## config.mk

```make
export PLATFORM = sky130hd
export DESIGN_NAME = console_writer
export DESIGN_NICKNAME = d
export VERILOG_FILES = /design/src/rtl/console_writer_pkg.sv /design/src/rtl/console_writer_cmd_fifo.sv /design/src/rtl/console_writer.sv
export SDC_FILE = /design/constraint.sdc
export NUM_CORES = 1
export LEC_CHECK = 0
export CORE_MARGIN = 2
export CORE_UTILIZATION = 40
export DETAILED_ROUTE_END_ITERATION = 8
export SETUP_SLACK_MARGIN = 0.5
export SYNTH_ARGS = -nofsm -noshare
export SYNTH_HDL_FRONTEND = slang
export SYNTH_SLANG_ARGS = --single-unit
```

## constraint.sdc

```tcl
create_clock -name Clk -period 14.5 [get_ports Clk]
set_input_delay 1.45 -clock Clk [delete_from_list [all_inputs] [get_ports Clk]]
set_output_delay 1.45 -clock Clk [all_outputs]
set_load 0.01 [all_outputs]
```

## src/rtl/console_writer_pkg.sv

```systemverilog
// Shared types and constants for the console writer and its command FIFO.
package console_pkg;

  localparam int NUM_CELLS_X_DEF = 80;

  localparam logic [7:0] CHAR_NUL   = 8'h00;
  localparam logic [7:0] CHAR_BS    = 8'h08;
  localparam logic [7:0] CHAR_TAB   = 8'h09;
  localparam logic [7:0] CHAR_LF    = 8'h0A;
  localparam logic [7:0] CHAR_SPACE = 8'h20;

  typedef enum logic [1:0] {
    ST_IDLE     = 2'd0,
    ST_STROBE   = 2'd1,
    ST_HOLDOFF  = 2'd2
`ifdef CONSOLE_WRITER_TAB_EXPAND_EN
    ,ST_TAB_FILL = 2'd3
`endif
  } cw_state_t;

  typedef struct packed {
    logic        is_cursor;
    logic [11:0] payload;
  } cw_cmd_t;

endpackage

```

## src/rtl/console_writer_cmd_fifo.sv

```systemverilog
// Synchronous FIFO with occupancy count; pushes while full are ignored.
module cmd_fifo #(
  parameter int DEPTH = 16,
  parameter int WIDTH = 13,
  parameter int AW    = $clog2(DEPTH)
) (
  input  logic             Clk,
  input  logic             Reset,
  input  logic             i_push,
  input  logic [WIDTH-1:0] i_data,
  input  logic             i_pop,
  output logic [WIDTH-1:0] o_data,
  output logic [AW:0]      o_count,
  output logic             o_full,
  output logic             o_empty
);

  logic [WIDTH-1:0] r_mem [DEPTH];
  logic [AW-1:0]    r_wr_ptr;
  logic [AW-1:0]    r_rd_ptr;
  logic [AW:0]      r_count;
  logic             w_push_ok;
  logic             w_pop_ok;

  assign o_full    = (r_count == (AW+1)'(DEPTH));
  assign o_empty   = (r_count == '0);
  assign o_count   = r_count;
  assign o_data    = r_mem[r_rd_ptr];
  assign w_push_ok = i_push && !o_full;
  assign w_pop_ok  = i_pop && !o_empty;

  always_ff @(posedge Clk) begin
    if (w_push_ok) r_mem[r_wr_ptr] <= i_data;
  end

  // Pointers wrap naturally because DEPTH is a power of two.
  always_ff @(posedge Clk or posedge Reset) begin
    if (Reset) begin
      r_wr_ptr <= '0;
      r_rd_ptr <= '0;
      r_count  <= '0;
    end else begin
      if (w_push_ok) r_wr_ptr <= r_wr_ptr + 1'b1;
      if (w_pop_ok)  r_rd_ptr <= r_rd_ptr + 1'b1;
      case ({w_push_ok, w_pop_ok})
        2'b10:   r_count <= r_count + 1'b1;
        2'b01:   r_count <= r_count - 1'b1;
        default: r_count <= r_count;
      endcase
    end
  end

endmodule

```

## src/rtl/console_writer.sv

```systemverilog
// Buffers CPU char/cursor writes and replays them to the display driver.
// Optional TAB expansion to spaces with CONSOLE_WRITER_TAB_EXPAND_EN.
module console_writer import console_pkg::*; #(
  parameter int FIFO_DEPTH  = 16,
  parameter int NUM_CELLS_X = NUM_CELLS_X_DEF,
  parameter int TAB_WIDTH   = 8
) (
  input  logic        Clk,
  input  logic        Reset,
  input  logic [7:0]  DataIn,
  input  logic        DataWE,
  input  logic [11:0] CursorIn,
  input  logic        CursorWE,
  output logic        DsrReady,
  output logic        Idle,
  output logic        Overflow,
  output logic [6:0]  Column,
  output logic        CharWE,
  output logic [7:0]  CharIn,
  output logic        AddressWE,
  output logic [11:0] AddressIn,
  input  logic        Ready
);

  localparam int AW = $clog2(FIFO_DEPTH);
  localparam logic [6:0] COL_LAST = 7'(NUM_CELLS_X - 1);

  cw_state_t   r_state, w_state_next;
  cw_cmd_t     w_cmd_in, w_head;
  logic [AW:0] w_count, w_count_next;
  logic        w_full, w_empty, w_push, w_pop;
  logic        w_send_cmd, w_send_space;
  logic        r_dsr_ready, r_overflow, r_char_we, r_addr_we;
  logic [7:0]  r_char_in;
  logic [11:0] r_addr_in;
  logic [6:0]  r_column;

`ifdef CONSOLE_WRITER_TAB_EXPAND_EN
  localparam int TRW = $clog2(TAB_WIDTH + 1);
  logic [TRW-1:0] r_tab_remain;
  logic           w_head_is_tab, w_tab_load;
  assign w_head_is_tab = !w_head.is_cursor && (w_head.payload[7:0] == CHAR_TAB);
`endif

  function automatic logic [6:0] f_next_col(input logic [6:0] col, input logic [7:0] ch);
    case (ch)
      CHAR_LF:  f_next_col = 7'd0;
      CHAR_BS:  f_next_col = (col == 7'd0) ? COL_LAST : col - 7'd1;
      CHAR_NUL: f_next_col = col;
      default:  f_next_col = (col == COL_LAST) ? 7'd0 : col + 7'd1;
    endcase
  endfunction

  // A simultaneous char+cursor write keeps only the cursor command.
  assign w_push = DataWE || CursorWE;
  always_comb begin
    w_cmd_in.is_cursor = CursorWE;
    w_cmd_in.payload   = CursorWE ? CursorIn : {4'h0, DataIn};
  end

  cmd_fifo #(.DEPTH(FIFO_DEPTH), .WIDTH($bits(cw_cmd_t))) u_fifo (
    .Clk     (Clk),
    .Reset   (Reset),
    .i_push  (w_push),
    .i_data  (w_cmd_in),
    .i_pop   (w_pop),
    .o_data  (w_head),
    .o_count (w_count),
    .o_full  (w_full),
    .o_empty (w_empty)
  );

  always_comb begin
    w_count_next = w_count;
    if (w_push && !w_full) w_count_next = w_count_next + (AW+1)'(1);
    if (w_pop)             w_count_next = w_count_next - (AW+1)'(1);
  end

  always_ff @(posedge Clk or posedge Reset) begin
    if (Reset) r_state <= ST_IDLE;
    else       r_state <= w_state_next;
  end

  always_comb begin
    w_state_next = r_state;
    case (r_state)
      ST_IDLE: begin
        if (!w_empty) begin
`ifdef CONSOLE_WRITER_TAB_EXPAND_EN
          if (w_head_is_tab) w_state_next = ST_TAB_FILL;
          else if (Ready)    w_state_next = ST_STROBE;
`else
          if (Ready) w_state_next = ST_STROBE;
`endif
        end
      end
      ST_STROBE: w_state_next = ST_HOLDOFF;
`ifdef CONSOLE_WRITER_TAB_EXPAND_EN
      ST_HOLDOFF:  w_state_next = (r_tab_remain != '0) ? ST_TAB_FILL : ST_IDLE;
      ST_TAB_FILL: if (Ready) w_state_next = ST_STROBE;
`else
      ST_HOLDOFF:  w_state_next = ST_IDLE;
`endif
      default: w_state_next = ST_IDLE;
    endcase
  end

  always_comb begin
    w_send_cmd   = 1'b0;
    w_send_space = 1'b0;
    w_pop        = 1'b0;
`ifdef CONSOLE_WRITER_TAB_EXPAND_EN
    w_tab_load   = (r_state == ST_IDLE) && !w_empty && w_head_is_tab;
    w_send_cmd   = (r_state == ST_IDLE) && !w_empty && Ready && !w_head_is_tab;
    w_send_space = (r_state == ST_TAB_FILL) && Ready;
    // The TAB entry stays at the head until its final space goes out.
    w_pop        = w_send_cmd || (w_send_space && r_tab_remain == TRW'(1));
`else
    w_send_cmd   = (r_state == ST_IDLE) && !w_empty && Ready;
    w_pop        = w_send_cmd;
`endif
  end

`ifdef CONSOLE_WRITER_TAB_EXPAND_EN
  always_ff @(posedge Clk or posedge Reset) begin
    if (Reset)             r_tab_remain <= '0;
    else if (w_tab_load)   r_tab_remain <= TRW'(TAB_WIDTH - (int'(r_column) % TAB_WIDTH));
    else if (w_send_space) r_tab_remain <= r_tab_remain - TRW'(1);
  end
`endif

  always_ff @(posedge Clk or posedge Reset) begin
    if (Reset) begin
      r_dsr_ready <= 1'b1;
      r_overflow  <= 1'b0;
      r_char_we   <= 1'b0;
      r_char_in   <= '0;
      r_addr_we   <= 1'b0;
      r_addr_in   <= '0;
      r_column    <= '0;
    end else begin
      r_dsr_ready <= (w_count_next != (AW+1)'(FIFO_DEPTH));
      if ((DataWE && CursorWE) || (w_push && w_full)) r_overflow <= 1'b1;
      r_char_we <= 1'b0;
      r_addr_we <= 1'b0;
      if (w_send_cmd) begin
        if (w_head.is_cursor) begin
          r_addr_we <= 1'b1;
          r_addr_in <= w_head.payload;
          r_column  <= 7'(int'(w_head.payload) % NUM_CELLS_X);
        end else begin
          r_char_we <= 1'b1;
          r_char_in <= w_head.payload[7:0];
          r_column  <= f_next_col(r_column, w_head.payload[7:0]);
        end
      end else if (w_send_space) begin
        r_char_we <= 1'b1;
        r_char_in <= CHAR_SPACE;
        r_column  <= f_next_col(r_column, CHAR_SPACE);
      end
    end
  end

  assign DsrReady  = r_dsr_ready;
  assign Overflow  = r_overflow;
  assign CharWE    = r_char_we;
  assign CharIn    = r_char_in;
  assign AddressWE = r_addr_we;
  assign AddressIn = r_addr_in;
  assign Column    = r_column;
  assign Idle      = w_empty && (r_state == ST_IDLE);

endmodule

```

Word-level counts from Yosys, hierarchy flattened
Memories as Yosys holds them, arrays and structs flattened.
Cells that the tools add are included.
{"block": "word_totals", "regBits": 46, "word_cells": 69, "out_inout_bits": 32, "mem_count": 1, "ram_bits": 208}
{"block": "classes", "reduce_logical": 20, "n_bitwise": 1, "eq_ne": 11, "mux": 17, "div_mod_pow": 1, "addsub": 7}
{"name": "u_fifo.r_mem", "words": 16, "width": 13, "read_ports": 1, "rd_clocked_by_memory_dff": 0, "wr": 1, "line": "console_writer_cmd_fifo.sv:18", "rtl": "logic [WIDTH-1:0] r_mem [DEPTH];"}
{"cell": "13-bit by 8-bit modulo with 32-bit output (second input constant)", "n": 1}
{"cell": "7-bit 2-to-1 mux", "n": 3}
{"cell": "7-bit one-hot mux with 3 select lines", "n": 1}
{"cell": "8-bit by 4-bit equality test with 1-bit output (second input constant)", "n": 2}
{"cell": "12-bit 2-to-1 mux", "n": 1}
{"cell": "5-bit 2-to-1 mux", "n": 2}
{"cell": "5-bit one-hot mux with 2 select lines", "n": 1}
{"cell": "5-bit by 1-bit subtractor with 5-bit output (second input constant)", "n": 2}
{"cell": "4-bit by 1-bit adder with 4-bit output (second input constant)", "n": 2}
{"cell": "8-bit zero test", "n": 1}
{"cell": "2-bit AND reduction", "n": 4}
{"cell": "7-bit by 1-bit adder with 7-bit output (second input constant)", "n": 1}
{"cell": "7-bit equality test (second input constant)", "n": 1}
{"cell": "1-bit logical AND", "n": 7}
{"cell": "7-bit zero test", "n": 1}
{"cell": "7-bit by 1-bit subtractor with 7-bit output (second input constant)", "n": 1}
{"cell": "1-bit 2-to-1 mux", "n": 6}
{"cell": "5-bit by 1-bit adder with 5-bit output (second input constant)", "n": 1}
{"cell": "5-bit equality test (second input constant)", "n": 1}
{"cell": "5-bit zero test", "n": 1}
{"cell": "5-bit != test (second input constant)", "n": 1}
{"cell": "2-bit by 1-bit equality test with 1-bit output (second input constant)", "n": 2}
{"cell": "2-bit 2-to-1 mux", "n": 2}
{"cell": "2-bit != test (second input constant)", "n": 2}
{"cell": "other kinds (8)", "n": 10}

Logic depth before layout (Yosys ltp)
Gate-level depths: netlist of run 1.
{"block": "depth", "depth_word": 7, "depth_mapped": 21}

Modules after synthesis
From an unflattened synthesis of run 1, not the netlist that was laid out.
{"block": "hier_totals", "cells_unflattened": 808, "hier_area_um2": 11609.9}
{"mod": "cmd_fifo", "cells_each": 468, "area_per_inst_um2": 8833.5, "instances": 1, "seq_area_each_um2": 6571.3}
{"mod": "console_writer", "cells_each": 340, "area_per_inst_um2": 2776.4, "instances": 1, "seq_area_each_um2": 827.0}

Least setup slack after synthesis of run 1
No wires, ideal clock.
{"block": "synth_timing", "kind": "flip-flop to flip-flop", "from": "reg u_fifo.r_rd_ptr[1]", "to": "reg r_column[6], in the netlist Column[6]", "required_ps": 14371, "setup_slack_ps": 9532, "setup_time_ps": 129, "path_stages_with_launch": 21, "arrival_time_ps": 4839, "cell_sequence": "dfrtp_1 > buf_6 > mux4_2 > mux2_2 > mux2_4 > nor2_1 > inv_1 > ha_1 > nand2b_1 > clkbuf_1 > a21oi_1 > nand3_1 > a2111oi_2 > a2111oi_4 > and4_1 > buf_4 > o21ai_0 > or3b_4 > nor3_2 > nor3_1 > o41a_1"}
{"block": "synth_via", "elab_chain_cells": 4}
{"element": "start: declaration", "line": "console_writer_cmd_fifo.sv:20", "rtl": "logic [AW-1:0] r_rd_ptr;"}
{"element": "start signal: assignment", "line": "console_writer_cmd_fifo.sv:44", "rtl": "if (w_pop_ok) r_rd_ptr <= r_rd_ptr + 1'b1;"}
{"element": "memory read 16 x 13 bit *"}
{"element": "parallel branches: the longest is 3 deep, another holds 13-bit by 8-bit modulo with 32-bit output"}
{"element": "end signal: assignment", "line": "console_writer.sv:150", "rtl": "r_column <= 7'(int'(w_head.payload) % NUM_CELLS_X);"}
{"element": "end signal: assignment", "line": "console_writer.sv:154", "rtl": "r_column <= f_next_col(r_column, w_head.payload[7:0]);"}
{"element": "end signal: assignment", "line": "console_writer.sv:159", "rtl": "r_column <= f_next_col(r_column, CHAR_SPACE);"}
{"element": "end: declaration", "line": "console_writer.sv:36", "rtl": "logic [6:0] r_column;"}
Every way passes the cells marked *.
A chain may end at the register's enable or synchronous reset.

Worst setup path in the final report of run 1
{"block": "layout_timing", "from": "reg u_fifo.r_rd_ptr[1]", "to": "reg r_column[5], in the netlist Column[5]"}
{"element": "memory read 16 x 13 bit"}
{"element": "via u_fifo.o_data[11]", "line": "console_writer_cmd_fifo.sv:12", "rtl": "output logic [WIDTH-1:0] o_data,"}
{"element": "13-bit by 8-bit modulo with 32-bit output", "line": "console_writer.sv:150"}
{"element": "7-bit 2-to-1 mux", "line": "console_writer.sv:147", "rtl": "if (w_head.is_cursor) begin"}
The timed path passes the listed nets, and every way through them passes these cells.

==> results of run 1 <==
synthesized netlist by cell type, drive strengths merged, types with 4 or more instances:
cell type	instances	area share, %
a2111oi	4	0.52
a211oi	4	0.37
a21oi	20	0.89
a221oi	4	0.30
a22oi	4	0.34
a31oi	4	0.22
and2	6	0.32
and3	4	0.22
and4	4	0.30
buf	22	1.2
clkbuf	24	0.77
dfrtp	45	9.7
edfxtp	208	54
ha	12	1.3
inv	16	0.52
mux2	21	2.1
mux2i	11	0.95
mux4	59	11
nand2	69	2.3
nand2b	5	0.27
nand3	23	0.99
nand4	11	0.83
nor2	39	1.3
nor2b	7	0.38
nor3	21	0.95
nor4	4	0.22
o211ai	5	0.37
o21ai	31	1.4
o22ai	5	0.27
xnor2	15	1.1
xor2	7	0.53
metrics by stage:
step | util, % | area [um^2] | setup WS [ps] | instances | power (uW)
floorplan | - | 11600 | 9530 | 764 | 2400
finish | 47.2 | 13500 | 7940 | 1230 | 3530
global route | 47.2 | 13500 | 7520 | 1230 | 3750
CTS | 47.2 | 13500 | 8040 | 1230 | 3550
global placement | 44.0 | 12600 | 8200 | 1180 | 2820
detailed placement | 44.0 | 12600 | 8070 | 1180 | 2830
worst max-delay path by stage:
stage	start	end	slack, ps	cells past startpoint
floorplan	u_fifo.r_rd_ptr[1]$_DFFE_PP0P_	Column[6]$_DFFE_PP0P_	9530	20
global placement	u_fifo.r_rd_ptr[1]$_DFFE_PP0P_	Column[5]$_DFFE_PP0P_	8200	17
detailed placement	u_fifo.r_rd_ptr[1]$_DFFE_PP0P_	Column[5]$_DFFE_PP0P_	8070	17
CTS	u_fifo.r_rd_ptr[1]$_DFFE_PP0P_	Column[5]$_DFFE_PP0P_	8040	17
global route	u_fifo.r_rd_ptr[1]$_DFFE_PP0P_	Column[5]$_DFFE_PP0P_	7520	17
finish	u_fifo.r_rd_ptr[1]$_DFFE_PP0P_	Column[5]$_DFFE_PP0P_	7940	17
power by group through the flow:
stage	Combinational, uW	Clock [uW]	Sequential [uW]
after floorplan	1370	0	1030
after global placement	1760	0	1060
after detailed placement	1770	0	1060
after CTS	1780	717	1050
after global routing	1940	748	1060
final	1780	703	1050
per-layer routing:
metal  vias to the layer above  GRT usage [%]  share of wire, %  routed length (um)
met2                       185           28.2                48               12400
met5                         -              0                 0                   0
li1                       3113              -                 -                   -
met4                         0           4.03               2.1                 539
met3                        36           2.41               4.7                1210
met1                      3528           24.6                45               11800
registers in the layout, summed over array words and instances, names as in the netlist, 2 cells and up:
register         count
Column               7
u_fifo.o_count       5
CharIn               8
u_fifo.r_wr_ptr      4
u_fifo.r_mem       208
AddressIn           12
r_state              2
u_fifo.r_rd_ptr      4
cell type report:
type,instances,area (um^2),area share [%]
Multi-Input combinational cell,447,3970,29.3
Inverter,17,63.8,0.471
Clock buffer,41,769,5.68
Tap cell,384,480,3.55
Timing Repair Buffer,78,726,5.36
Clock inverter,9,139,1.03
Sequential cell,254,7400,54.6
kinds of logic after synthesis:
| group | Yosys count |
|---|---|
| flip-flops | 254 |
| multiplexers | 91 |
| AO/OA/AOI/OAI | 110 |
| buffers and inverters | 63 |
| adder cells (fa/ha/maj) | 14 |
| XOR/XNOR | 22 |
| AND/OR/NAND/NOR | 210 |
worst max-delay path: cells and delay by family (launching register included):
family | cells | cell delay, ps
adder cells (fa/ha/maj) | 1 | 390
flip-flops | 1 | 580
multiplexers | 2 | 820
AND/OR/NAND/NOR | 6 | 1900
AO/OA/AOI/OAI | 6 | 1820
buffers and inverters | 2 | 850
==> flow_metrics.tcl, run 1 <==
set metrics [dict create \
    timing.hold.ws_ps 463 \
    place_congestion 0.826 \
    antenna_found_initial 0 \
    hpwl_um 16000 \
    skew_ps 7.02 \
    endpoint_kind "flop" \
    grt_max_degree 47 \
    fillers 2500 \
    hold_depth 1 \
    period_needed_ps 6560 \
    pwr-share-comb_pct 50.5 \
    postRouteAntennaNets 0 \
    ys_seq_area_share_pct 63.6 \
    pwr-share-clk_pct 19.9 \
    final.setup.tns_ps 0 \
    synth_seq_cells 254 \
    synth_cell_type_count 83 \
    synth-simple-area-share_pct 9.22 \
    rsz0062_at_grt "false" \
    synth_mux_area_share_pct 14.4 \
    peakVddDrop_mv 0.108 \
    cts-root-buf "clkbuf_16" \
    nets 862 \
    post_drt_wl_per_cell_um 21.1 \
    status "finished, final reports clean" \
    die_h_um 175 \
    power.density_nw_per_um2 261 \
    drt_first_pass_iters 6 \
    p_seq_share_pct 29.6 \
    wl_um 26000 \
    ys.flop_type "edfxtp_1" \
    switching_share_pct 40.8 \
    ff2ff_path_depth 17 \
    cp.arrival_ps 6960 \
    cts.clk_slew.worst_paths_ps 60 \
    syn-num-nets 801 \
    viasPerCell 5.58 \
    cts_num_sinks 254 \
    routed-via-count 6862 \
    numCtsBuffers 27 \
    cap_violations 0 \
    insertedDiodeCount 0 \
    period_share_pct 45.2 \
    core_area_um2 28700 \
    synth-compound-area-share_pct 7.14 \
    p_int_uw 2090 \
    cts_resized 0 \
    drtIter0Drc 673 \
    grt_pass1_vias 6731 \
    cp_max_fo 43 \
    reg2reg_slack_ps 7940 \
    synth_cells 764 \
    synth_top_family_by_area "multiplexers" \
    hp-start "r_state[1]$_DFFE_PP0P_" \
    clockBufferDepth 3 \
    r2r-end "Column[5]$_DFFE_PP0P_" \
    synthXorXnorAreaFrac_pct 1.66 \
    critPathSlowestCell "buf_4" \
    reg2reg_from "u_fifo.r_rd_ptr[1]$_DFFE_PP0P_" \
    die_area_um2 30500 \
    clk-insertion-delay-late_ps 550 \
    whs_endpoint "r_state[1]$_DFFE_PP0P_" \
    synthArstFlopShare_pct 18.1 \
    gr-total-overflow 0 \
    avgSynthCellArea_um2 15.2 \
    final_cell_mix "208 x edfxtp_1, 68 x nand2_1, 59 x mux4_2" \
    start_util_pct 40.5 \
    cts_tree "built" \
    final_layout_size_suffix_gt1_share_pct 20.1 \
    syn_to_final_growth_pct 16.4 \
    drc 0 \
    tightest_slew_ps 1080 \
    synthAdderAreaFrac_pct 1.46 \
    path_cells "buf_4 -> mux4_2 -> a22oi_2 -> and2_1 -> inv_2 -> ha_1 -> nand2b_1 -> a21oi_1 -> a2111oi_0 -> a2111oi_0 -> a21o_1 -> and4_1 -> nor3_1 -> or3b_4 -> a211oi_1 -> mux2i_1 -> nand4_1" \
    htree_levels 1 \
    postCtsSetupRepairBufs 0 \
    grt_pass1_wl_um 40300 \
    io_buffer_count 56 \
    switchingPower_uw 1440 \
    finalSetupViolations 0 \
    worstSetupPathType "reg2reg" \
    max_freq_mhz 153 \
    final_common_cell "edfxtp_1" \
    startpoint_type "flop" \
    critPathMostFrequentCell "a2111oi_0" \
    syn_area_um2 11600 \
    finalHoldViolCount 0 \
    rows 62 \
    slew_viol_final 0 \
    max_slew_margin_pct 26.1 \
    p_leak_uw 0.00458 \
    postCtsHoldBufs 0 \
    holdCritPathClass "reg2reg" \
    worstPathRequired_ps 14910 \
    slowest_delay_ps 630 \
    yosys_warnings 0 \
    ios 57 \
    grt.total_usage_pct 17.2 \
    die_w_um 175 \
    synth-edff-count 208 \
]
Note: power is estimated with default switching activity, not from simulation.
==> run 2: changes to the inputs <==
Clock period 14.5 ns to 6.21 ns, I/O delays scaled along.
==> flow_metrics.tcl, run 2 (same netlist as run 1, synthesis figures left out) <==
set metrics [dict create \
    endpoint_kind "flop" \
    postRouteAntennaNets 0 \
    max_slew_margin_pct 22.6 \
    clk-insertion-delay-late_ps 530 \
    tightest_slew_ps 1130 \
    finalSetupViolations 0 \
    final_common_cell "edfxtp_1" \
    place_congestion 0.819 \
    die_w_um 175 \
    reg2reg_from "u_fifo.r_rd_ptr[1]$_DFFE_PP0P_" \
    instances_no_fill 1235 \
    crit_path_start "u_fifo.r_rd_ptr[1]$_DFFE_PP0P_" \
    wl_um 26000 \
    cts-root-buf "clkbuf_16" \
    power.density_nw_per_um2 611 \
    gr-total-overflow 0 \
    drtIter0Drc 642 \
    max_freq_mhz 194 \
    viasPerCell 5.56 \
    worstPathRequired_ps 6610 \
    hp-start "r_state[1]$_DFFE_PP0P_" \
    largest-register "u_fifo.r_mem" \
    nets 868 \
    drt_first_pass_iters 7 \
    period_needed_ps 5160 \
    startpoint_type "flop" \
    drc 0 \
    grt_pass1_vias 6742 \
    numCtsBuffers 26 \
    final.setup.tns_ps 0 \
    core_area_um2 28700 \
    cts_tree "built" \
    grt.total_usage_pct 17.1 \
    cp_max_fo 14 \
    postCtsHoldBufs 0 \
    cts.clk_slew.worst_paths_ps 60 \
    largest_reg_flops 208 \
    skew_ps 9.60 \
    final_cell_mix "208 x edfxtp_1, 68 x nand2_1, 59 x mux4_2" \
    grt_max_degree 47 \
    grt_pass1_wl_um 40100 \
    status "finished, final reports clean" \
    p_leak_uw 0.00462 \
    cts_num_sinks 254 \
    cap_violations 0 \
    start_util_pct 40.5 \
    die_area_um2 30500 \
    io_buffer_count 56 \
    finalHoldViolCount 0 \
    rsz0062_at_grt "false" \
    routed-via-count 6861 \
    die_h_um 175 \
    period_share_pct 83.2 \
    insertedDiodeCount 0 \
    syn_to_final_growth_pct 17.0 \
    clockBufferDepth 3 \
    final_layout_size_suffix_gt1_share_pct 21.4 \
    fillers 2492 \
    worstSetupPathType "reg2reg" \
    antenna_found_initial 0 \
    htree_levels 1 \
    hpwl_um 16400 \
    dpl.cell_count 1185 \
    ios 57 \
    cp.arrival_ps 5560 \
    holdCritPathClass "reg2reg" \
    peakVddDrop_mv 0.252 \
    rows 62 \
    slew_viol_final 0 \
    post_drt_wl_per_cell_um 21.1 \
]
[run 2: cell count changes in the layout (fill, tap and decap cells not counted), sizes merged]
| cell | delta |
|---|---|
| clkinv | +1 |
| buf | +7 |
| clkbuf | -3 |
| bufinv | +2 |
| inv | -1 |
| clkinvlp | -1 |
[run 2: worst max-delay path: stages, from the launching register on]
cell and delay, ps:
dfrtp_4 540, mux4_2 520, mux2_2 300, mux2_4 380
nor2_2 210, inv_1 100, ha_1 320, nand2b_2 300
a21oi_4 250, a2111oi_0 100, a2111oi_0 420, a21o_1 180
and4_2 340, nor3_1 70, or3b_4 400, a211oi_1 260
mux2i_1 230, nand4_1 90
[run 2: per-stage QoR]
step                      instance area (um^2)  worst slack [ps]  total power [uW]  hold slack (ps)  util, %
after floorplan                          11600              1240              5600              427        -
after global placement                   12700               784              6620              444     44.2
after detailed placement                 12700               610              6640              450     44.2
after CTS                                13600               574              8300              458     47.3
after global routing                     13600               612              8840              493     47.4
final                                    13600              1050              8330              457     47.4
[run 2: cell type report]
type / count / area (um^2) / share of cell area, %
clock inverters: 10 / 178 / 1.30
repair buffers: 85 / 782 / 5.74
well taps: 384 / 480 / 3.53
inverters: 17 / 63.8 / 0.469
flip-flops and latches: 254 / 7400 / 54.4
multi-input cells: 447 / 3980 / 29.2
clock buffers: 38 / 727 / 5.34
[run 2: path summary, 6_finish.rpt]
check,slack (ps),cells past startpoint,end
max,1050,17,Column[5]$_DFFE_PP0P_
min,460,1,r_state[1]$_DFFE_PP0P_
max reg2reg,1050,17,Column[5]$_DFFE_PP0P_
min reg2reg,460,1,r_state[1]$_DFFE_PP0P_
max in group asynchronous,4790,2,u_fifo.r_rd_ptr[1]$_DFFE_PP0P_
min in group asynchronous,670,2,AddressIn[3]$_DFFE_PP0P_
[run 2: per-layer routing]
layer / global-route usage (%) / wire length [um] / vias to the layer above
li1: - / - / 3148
met5: 0 / 0 / -
met2: 28.2 / 12600 / 170
met4: 4.17 / 445 / 0
met1: 24.3 / 11900 / 3509
met3: 2.27 / 1090 / 34
[run 2: power breakdown]
| group | switching (uW) | internal, uW | total [uW] |
|---|---|---|---|
| combinational | 2470 | 1740 | 4210 |
| clock | 632 | 1020 | 1650 |
| sequential | 249 | 2210 | 2460 |
[run 2: repair_timing]
action / 4_1_cts / 5_1_grt
setup endpoints to repair: 0 / 3
setup buffers: 0 / 2
gates resized for setup: 0 / 8
==> run 3: changes to the inputs <==
Clock period 6.21 ns to 5.3 ns, I/O delays scaled along.
==> flow_metrics.tcl, run 3 (same netlist as run 1, synthesis figures left out) <==
set metrics [dict create \
    status "finished, final reports clean" \
    finalSetupViolations 0 \
    multi_input_area_um2 4090 \
    start_util_pct 40.5 \
    whs_endpoint "r_state[1]$_DFFE_PP0P_" \
    wl_um 26000 \
    cts_num_sinks 254 \
    insertedDiodeCount 0 \
    cts_tree "built" \
    grt_pass1_vias 6969 \
    worstSetupPathType "reg2reg" \
    startpoint_type "flop" \
    post_drt_wl_per_cell_um 20.7 \
    skew_ps 12.5 \
    postRouteAntennaNets 0 \
    cap_violations 0 \
    clockBufferDepth 3 \
    final_cell_mix "208 x edfxtp_1, 67 x nand2_1, 59 x mux4_2" \
    slowest_delay_ps 520 \
    core_area_um2 28700 \
    r2r-end "Column[6]$_DFFE_PP0P_" \
    period_needed_ps 4620 \
    die_area_um2 30500 \
    max_slew_margin_pct 34.3 \
    reg2reg_from "u_fifo.r_rd_ptr[1]$_DFFE_PP0P_" \
    drtIter0Drc 583 \
    ios 57 \
    rsz0062_at_grt "false" \
    postCtsHoldBufs 0 \
    grt.total_usage_pct 17.2 \
    final_layout_size_suffix_gt1_share_pct 24.9 \
    nets 890 \
    seqCellArea_um2 7400 \
    critPathSlowestCell "mux4_2" \
    cts-root-buf "clkbuf_16" \
    htree_levels 1 \
    path_cells "clkdlybuf4s18_2 -> buf_4 -> mux4_2 -> a22oi_2 -> and2_4 -> inv_2 -> ha_4 -> nor2b_2 -> a21oi_2 -> and3_1 -> a2111o_1 -> or3_1 -> mux2i_1 -> a41oi_2 -> o21a_1 -> o41a_1" \
    final.setup.tns_ps 0 \
    reg2reg_slack_ps 680 \
    final_common_cell "edfxtp_1" \
    worstPathRequired_ps 5720 \
    syn_to_final_growth_pct 19.0 \
    drc 0 \
    hp-start "r_state[1]$_DFFE_PP0P_" \
    viasPerCell 5.55 \
    die_h_um 175 \
    fillers 2485 \
    tightest_slew_ps 985 \
    largest_reg_flops 208 \
    clk-insertion-delay-late_ps 550 \
    max_freq_mhz 216 \
    numCtsBuffers 27 \
    period_share_pct 87.2 \
    ff2ff_path_depth 16 \
    holdCritPathClass "reg2reg" \
    rows 62 \
    routed-via-count 6959 \
    largest-register "u_fifo.r_mem" \
    grt_pass1_wl_um 40400 \
    cp_max_fo 10 \
    drt_first_pass_iters 5 \
    grt_max_degree 47 \
    hold_depth 1 \
    cp.arrival_ps 5040 \
    die_w_um 175 \
    cts.clk_slew.worst_paths_ps 60 \
    place_congestion 0.836 \
    io_buffer_count 56 \
    endpoint_kind "flop" \
    finalHoldViolCount 0 \
    gr-total-overflow 0 \
    critPathBufInv 3 \
    crit_family "compound AO/OA/AOI/OAI gates" \
    slew_viol_final 0 \
    hpwl_um 16800 \
    antenna_found_initial 0 \
]
## run 3: final cells by class
type / count / area share [%]
sequential: 254 / 53.5
inverter: 17 / 0.461
tap: 384 / 3.47
multi-input combinational: 448 / 29.5
clock inverter: 16 / 1.27
timing repair buffer: 105 / 6.81
clock buffer: 31 / 4.99
## run 3: worst max-delay path by stage
stage / from / end / slack (ps) / cells past startpoint
2_1_floorplan: u_fifo.r_rd_ptr[1]$_DFFE_PP0P_ / Column[6]$_DFFE_PP0P_ / 520 / 20
3_3_place_gp: u_fifo.r_rd_ptr[1]$_DFFE_PP0P_ / Column[5]$_DFFE_PP0P_ / 320 / 17
3_5_place_dp: u_fifo.r_rd_ptr[1]$_DFFE_PP0P_ / Column[5]$_DFFE_PP0P_ / 230 / 17
4_1_cts: u_fifo.r_rd_ptr[1]$_DFFE_PP0P_ / Column[6]$_DFFE_PP0P_ / 500 / 17
5_1_grt: u_fifo.r_rd_ptr[1]$_DFFE_PP0P_ / Column[6]$_DFFE_PP0P_ / 490 / 18
6_report: u_fifo.r_rd_ptr[1]$_DFFE_PP0P_ / Column[6]$_DFFE_PP0P_ / 680 / 16
## run 3: stage by stage
step                      hold WS [ps]  setup WS, ps  std cells  utilization [%]  area, um^2
final                              454           678       1255             48.2       13800
after global routing               469           490       1255             48.2       13800
after CTS                          459           501       1248             47.8       13700
after detailed placement           445           230       1195             44.5       12800
after global placement             446           323       1195             44.5       12800
after floorplan                    427           518        764                -       11700
## run 3: routing by layer
layer,routed length (um),vias to the layer above,GRT usage [%]
met1,11700,3561,23.7
li1,-,3184,-
met4,639,0,5.03
met5,0,-,0
met2,12600,172,28.5
met3,1040,42,2.54
## run 3: repair_timing
action	4_1_cts	5_1_grt
cloned	0	1
gates resized for setup	7	15
endpoints found under the setup margin	3	6
buffers inserted	6	6
pin swaps	2	6
## run 3: worst register-to-register path, delay by kind of cell, from the launching register on
family	cells	cell delay (ps)
compound gates	6	1610
simple gates	4	1000
mux	2	720
buf+inv	3	520
flops	1	390
fa+ha+maj	1	270
Power of run 3 is left out: the tool's default activity adds up to more than one toggle a clock period on the data nets, which glitch-free logic cannot reach.
==> RTL edit: new RTL, config.mk and constraints of run 1 <==
Build with the macro `CONSOLE_WRITER_TAB_EXPAND_EN` defined.
--- a/src/rtl/console_writer_pkg.sv
+++ b/src/rtl/console_writer_pkg.sv
@@ -1,2 +1,4 @@
 // Shared types and constants for the console writer and its command FIFO.
+`define CONSOLE_WRITER_TAB_EXPAND_EN
+
 package console_pkg;
Formal check against the unedited RTL: not equivalent (a bounded check fails within 4 cycles, from zero or initial values and one cycle with Reset high).
==> RTL edit against run 1 <==
- synthesized area grew 5.3%
- worst setup slack gained 0.41 ns
- design area grew 3.8%
- sequential cell count grew 4
- clock skew grew 0.0026 ns
- hold slack gained 0.012 ns
- wire length grew 11%
- synthesized cell count grew 16%
- via count grew 12%
- largest cell class unchanged
Power is not shown: default switching activity piles up to over one toggle a cycle in this logic, so the estimate is an artifact.
==> RTL edit: results (changes against run 1) <==
Outcome - complete, no violations
Worst relative slew slack - 28.3% (+2.2 points)
Post-synth ARST share - 19.4% (+1.3 points)
Root buf cell - clkbuf_16
Synth Area in XOR/XNOR - 2.12% (+0.47 points)
Commonest cells in the netlist - edfxtp_1, nand2_1, dfrtp_1
Gr usage total - 18.4% (+1.2 points)
Synth Net Count - 927 (+16%)
Vias in the first global route - 7533 (+12%)
RePlAce Congestion - 0.854 (+3.5%)
Final net count - 985 (+14%)
Clock skew - 0.00965 ns (+0.00264 ns)
Largest net degree at the start of global routing - 51 (+8.5%)
HPWL Detailed - 18.5 mm (+16%)
Wirelength, routed - 28.9 mm (+11%)
Reg with most FFs - u_fifo.r_mem
Synth Area in Compound Gates - 11.6% (+4.5 points)
Drt pass-1 iters - 7 (+1)
CP peak stage delay - 0.78 ns (+0.15 ns)
Area share of fa/ha/maj cells after synthesis - 1.52% (+0.060 points)
Worst R2R Setup Slack - 8.36 ns (+0.41 ns)
Vias post-DR - 7708 (+12%)
Slowest CP cell - dfrtp_4
Share of cells above drive strength 1 - 15.2% (-4.8 points)
Top cells by area, synth - edfxtp_1, dfrtp_1, mux4_2, mux2i_1, nand2_1
First-pass GRT wire length - 44.5 mm (+11%)
Antenna cells - 0 (unchanged)
Sequential cell area fraction in the yosys report - 61.2% (-2.4 points)
==> RTL edit: cell count changes in the layout (fill, tap and decap cells not counted), sizes merged, moves of 10 or more <==
cell	before	now
mux4	59	32
and2	6	16
clkbuf	41	29
a21oi	20	37
a221oi	4	20
mux2i	11	39
o21ai	31	47
==> RTL edit: area by class of cell <==
cell class	instances	area share (%)
Clock buffer	29	4.86
Inverter	26	0.694
Clock inverter	18	1.26
Timing Repair Buffer	81	5.32
Multi-Input combinational cell	552	31.0
Sequential cell	258	53.4
Tap cell	396	3.53
==> RTL edit: path summary, 6_finish.rpt <==
kind	cells past startpoint	from	endpoint
max	19	u_fifo.r_rd_ptr[0]	Column[5]
min	2	AddressIn[5]	AddressIn[5]
max reg2reg	19	u_fifo.r_rd_ptr[0]	Column[5]
min reg2reg	2	AddressIn[5]	AddressIn[5]
max in group asynchronous	2	Reset	u_fifo.r_rd_ptr[0]
min in group asynchronous	2	Reset	r_state[0]
==> RTL edit: per-layer routing <==
| layer | track usage, % | up-vias | share of wire (%) |
|---|---|---|---|
| met3 | 2.57 | 45 | 5.7 |
| met2 | 29.8 | 259 | 47 |
| met4 | 4.78 | 0 | 2.2 |
| met1 | 26.1 | 3845 | 45 |
| li1 | - | 3559 | - |
| met5 | 0 | - | 0 |
==> RTL edit: metrics by stage <==
| stage | instance area (µm²) | worst slack, ns | utilization, % | instances | hold slack, ns |
|---|---|---|---|---|---|
| floorplan | 12200 | 9.82 | - | 888 | 0.497 |
| global placement | 13200 | 8.60 | 43.5 | 1313 | 0.460 |
| detailed placement | 13200 | 8.52 | 43.5 | 1313 | 0.468 |
| CTS | 14100 | 8.47 | 46.3 | 1360 | 0.483 |
| global route | 14100 | 8.00 | 46.3 | 1360 | 0.496 |
| finish | 14100 | 8.36 | 46.3 | 1360 | 0.475 |
==> RTL edit: kinds of logic (layout without fill, tap and decap cells) <==
group,count (synthesis),count (layout)
multiplexers,90,90
flip-flops,258,258
buffers and inverters,78,154
AND/OR/NAND/NOR,224,224
adder cells (fa/ha/maj),15,15
XOR/XNOR,28,28
AO/OA/AOI/OAI,195,195
==> RTL edit: worst min-delay path: cells and delay by family, from the launching register on <==
family / cells / cell delay [ns]
compound gates: 1 / 0.06
flops: 1 / 0.34
simple gates: 1 / 0.05
